--- src/rtl/signal_trigger_generator.sv ---
// rtl/signal_trigger_generator.sv - periodic trigger pulse source
// Emits a PULSE_WIDTH-cycle pulse every DELAY cycles, with pause, restart, one-shot and a pulse counter.
module signal_trigger_generator #(
   parameter int DELAY       = 10,
   parameter int PULSE_WIDTH = 1,
   parameter int COUNT_W     = 16,
   localparam int PH_W       = ($clog2(DELAY) < 1) ? 1 : $clog2(DELAY)
) (
   input  logic               clk,
   input  logic               rst_n,
   input  logic               enable,
   input  logic               restart,
   input  logic               one_shot,
   output logic               trigger,
   output logic [PH_W-1:0]    phase,
   output logic [COUNT_W-1:0] pulse_count,
   output logic               done
);

   localparam int WC_W = ($clog2(PULSE_WIDTH) < 1) ? 1 : $clog2(PULSE_WIDTH);
   localparam logic [PH_W-1:0] LP_LAST_PHASE = PH_W'(DELAY - 1);
   localparam logic [WC_W-1:0] LP_WIDTH_INIT = WC_W'(PULSE_WIDTH - 1);

   generate
      if (DELAY < 2 || PULSE_WIDTH < 1 || PULSE_WIDTH > DELAY - 1) begin : g_bad_params
         $error("signal_trigger_generator: illegal DELAY/PULSE_WIDTH");
      end
   endgenerate

   logic               r_trigger;
   logic [PH_W-1:0]    r_phase;
   logic [COUNT_W-1:0] r_pulse_count;
   logic               r_done;
   logic [WC_W-1:0]    r_width_cnt;
   logic               w_advance;
   logic               w_wrap;

   assign w_advance = enable && !r_done;
   assign w_wrap    = w_advance && (r_phase == LP_LAST_PHASE);

   always_ff @(posedge clk or negedge rst_n) begin
      if (!rst_n) begin
         r_trigger     <= 1'b0;
         r_phase       <= '0;
         r_pulse_count <= '0;
         r_done        <= 1'b0;
         r_width_cnt   <= '0;
      end else if (restart) begin
         // pulse_count deliberately survives a restart
         r_trigger   <= 1'b0;
         r_phase     <= '0;
         r_done      <= 1'b0;
         r_width_cnt <= '0;
      end else if (w_wrap) begin
         r_trigger     <= 1'b1;
         r_phase       <= '0;
         r_width_cnt   <= LP_WIDTH_INIT;
         r_pulse_count <= r_pulse_count + 1'b1;
         if (one_shot) begin
            r_done <= 1'b1;
         end
      end else begin
         if (w_advance) begin
            r_phase <= r_phase + 1'b1;
         end
         // a pulse in flight finishes even while paused
         if (r_width_cnt != '0) begin
            r_width_cnt <= r_width_cnt - 1'b1;
         end else begin
            r_trigger <= 1'b0;
         end
      end
   end

   assign trigger     = r_trigger;
   assign phase       = r_phase;
   assign pulse_count = r_pulse_count;
   assign done        = r_done;

endmodule

--- config.mk ---
export PLATFORM = sky130hd
export DESIGN_NAME = signal_trigger_generator
export DESIGN_NICKNAME = d
export VERILOG_FILES = /design/src/rtl/signal_trigger_generator.sv
export SDC_FILE = /design/constraint.sdc
export NUM_CORES = 1
export LEC_CHECK = 0
export ABC_AREA = 1
export BUFFER_PORTS_ARGS = -buffer_cell sky130_fd_sc_hd__buf_2
export CELL_PAD_IN_SITES_DETAIL_PLACEMENT = 1
export CELL_PAD_IN_SITES_GLOBAL_PLACEMENT = 1
export CORE_MARGIN = 5
export CORE_UTILIZATION = 40
export CTS_BUF_LIST = sky130_fd_sc_hd__clkbuf_8
export DETAILED_ROUTE_END_ITERATION = 12
export PLACE_DENSITY = 0.9
export SYNTH_ARGS = -nofsm -noshare
export SYNTH_HDL_FRONTEND = slang
export SYNTH_SLANG_ARGS = --single-unit
export TNS_END_PERCENT = 1
--- constraint.sdc ---
create_clock -name clk -period 1.5 [get_ports clk]
set_input_delay 0.3 -clock clk [delete_from_list [all_inputs] [get_ports clk]]
set_output_delay 0.3 -clock clk [all_outputs]
set_load 0.005 [all_outputs]
==> metrics <==
status complete, but fails checks; failing checks negative hold slack; drt first pass iters 4; synthesis-to-layout area growth 27.9%; syn_area_per_cell 7.79 µm²; vias in the first global route 1306; fraction of layout cells with a size suffix above 1 0.297; # H-tree levels 1; simple-gate portion of the synthesized area 0.338; die height 64.9 µm; Worst Path Max Fanout 16; cell chain of the critical path inv_2 > ha_2 > nand3_4 > nor3_4 > buf_12 > nand3_1 > nand2_1 > nand2_1; DRC errors left 0; mapped cell area 1210 µm²; total die area 4220 µm²; maximum vdd ir drop 0.000427 V; # nets final 201; Max Cap Viol 0; WP data required 1.66 ns; Final Setup Violations 0; initial antenna violation count 0; Compound-Gate Fraction of Synth Area 0.0373; post-synthesis xor/xnor area fraction 0.0508; total core area 2980 µm²; top cells by area, synth dfrtp_1, nand2_1, inv_1; Longest Clk Path Bufs 2; Crit-path slowest cell dfrtp_1; Final Power 0.00125 W; Antenna Nets Post-Route 0; multiplexer share of the synthesized area 0; Top Usage Layer GRT met2; Num CTS Buffers 3; Hold Path Class in -> async; initial DRC count 33; post-route clock period utilization 0.957; Critical Path AT 1.60 ns; clock root buffer clkbuf_8; Post-synth EDFFs 0; critical path class reg -> reg; critical path buffer and inverter count 2; RSZ-0062 raised after global routing true; Worst-path clk slew 0.08 ns; Clock Skew 0.00288 ns; ys flop type dfrtp_1; port bufs 26; Sinks on Clock Net 22; CTS tree done; Fin. Hold Viols 22; M3 GR Usage 0.0329; IO Count 27; P per Cell Area 809 nW/µm²; GRT Overall Usage 0.178; via count 1170; pin count of the biggest net entering global routing 23; met1 Usage GRT 0.199; CP max stage delay 0.42 ns; sequential area share after synthesis 0.456; static leakage 0.795 nW; distinct cell type count after synthesis 20; clk_lat worst skew 0.27 ns; share of the synthesized area in the top cell type 0.456; FF+latch count, synth 22; Levels on crit path 8; GR Util met2 0.326; Yosys top cell by area dfrtp_1; Worst Reg2Reg Path Length in Cells 8; initial core utilization 0.405; slew margin rel. 0.669; Std-Cell Rows 20; Tightest Pin Transition 0.496 ns; Max Slew Vio Count 0; final wirelength 3590 µm; fin crit period 1.43 ns; grt ovf 0; vias per cell 5.20; cell mode on critical path nand2_1; Ant. Diodes 0; most common cell in the netlist nand2_1; hold buffer count at cts 0; Ys Warns 0; largest family of logic cells by synthesized area simple AND/OR/NAND/NOR gates; Setup crit end kind flip-flop; share of flip-flops with an asynchronous set or reset 1.00; Die W 64.9 µm; synth cell count leaders nand2_1, inv_1, dfrtp_1; CP delay by family, top simple AND/OR/NAND/NOR gates; routability cong. 0.762; Final HPWL DP 2480 µm; Fin Hold WS -0.0157 ns; fmax 697 MHz; Mapped Nets 163; Synth Area in Adders 0.0311; crit start category flip-flop; Wirelength per Cell 15.9 µm; synthesized instance count 155; first-pass GRT wire length 5920 µm
[per-layer routing]
layer,vias up,wire length (µm)
met4,0,114
met2,32,1850
met1,570,1470
li1,554,-
met5,-,0
met3,14,150
[power breakdown]
group / internal (W) / switching [W] / total [W]
Combinational: 0.0000301 / 0.0000488 / 0.0000789
Sequential: 0.000599 / 0.00000669 / 0.000606
Clock: 0.000357 / 0.000208 / 0.000564
Total: 0.000986 / 0.000263 / 0.00125
[logic make-up after synthesis]
group / Yosys count
adders and majority gates: 3
DFF: 22
buffers and inverters: 26
AOI/OAI and AO/OA: 9
and+or+nand+nor: 88
xor gates and xnor gates: 7
[sequential cells by signal, summed over array words and instances, names as in the netlist]
signal and cells:
pulse_count 16, phase 4, done 1, trigger 1
[worst paths after layout]
| path | to | slack, ns | from |
|---|---|---|---|
| setup reg to reg | pulse_count[12]$_DFFE_PN0P_ | 0.07 | phase[1]$_DFFE_PN0P_ |
| setup / recovery | pulse_count[12]$_DFFE_PN0P_ | 0.07 | phase[1]$_DFFE_PN0P_ |
| hold reg to reg | pulse_count[15]$_DFFE_PN0P_ | 0.52 | pulse_count[15]$_DFFE_PN0P_ |
| max in group asynchronous | pulse_count[6]$_DFFE_PN0P_ | 1.18 | rst_n |
| min in group clk | done$_DFFE_PN0P_ | 0.24 | one_shot |
| hold / removal | pulse_count[2]$_DFFE_PN0P_ | -0.02 | rst_n |
[metrics by stage]
step                TNS (ns)  cell area, µm²  utilization  setup slack [ns]  std cells
global placement           0            1400        0.468             0.129        215
detailed placement         0            1400        0.468           0.00281        215
finish                     0            1540        0.518            0.0652        225
global route         -0.0102            1540        0.518           -0.0102        225
CTS                        0            1470        0.494           0.00375        219
floorplan                  0            1210            -             0.103        155
[final cells by class]
type	instances	area [µm²]
Sequential cell	22	551
Inverter	25	93.8
Timing Repair Buffer	34	203
Multi-Input combinational cell	107	584
Fill cell	385	1430
Tap cell	33	41.3
Clock buffer	3	41.3
Clock inverter	1	30.0
[worst register-to-register path, stage by stage (launching register included)]
cell,delay (ns)
dfrtp_1,0.42
inv_2,0.07
ha_2,0.18
nand3_4,0.10
nor3_4,0.16
buf_12,0.17
nand3_1,0.09
nand2_1,0.08
nand2_1,0.06
[layout by cell type, fill, tap and decap left out, drive strengths merged]
| cell type | instances |
|---|---|
| buf | 34 |
| o21ai | 8 |
| xnor2 | 1 |
| dfrtp | 22 |
| nand3 | 13 |
| a21oi | 1 |
| nand4 | 3 |
| bufinv | 1 |
| ha | 3 |
| nand2 | 52 |
| clkbuf | 3 |
| nor3 | 6 |
| inv | 25 |
| nor2 | 14 |
| xor2 | 6 |
[what timing repair did]
action | in CTS | in global routing
gates resized for setup | 2 | 11
buffers inserted | 0 | 6
pin swaps | 0 | 1
setup endpoints to repair | 3 | 14
Power figures use the tool's default switching activity.
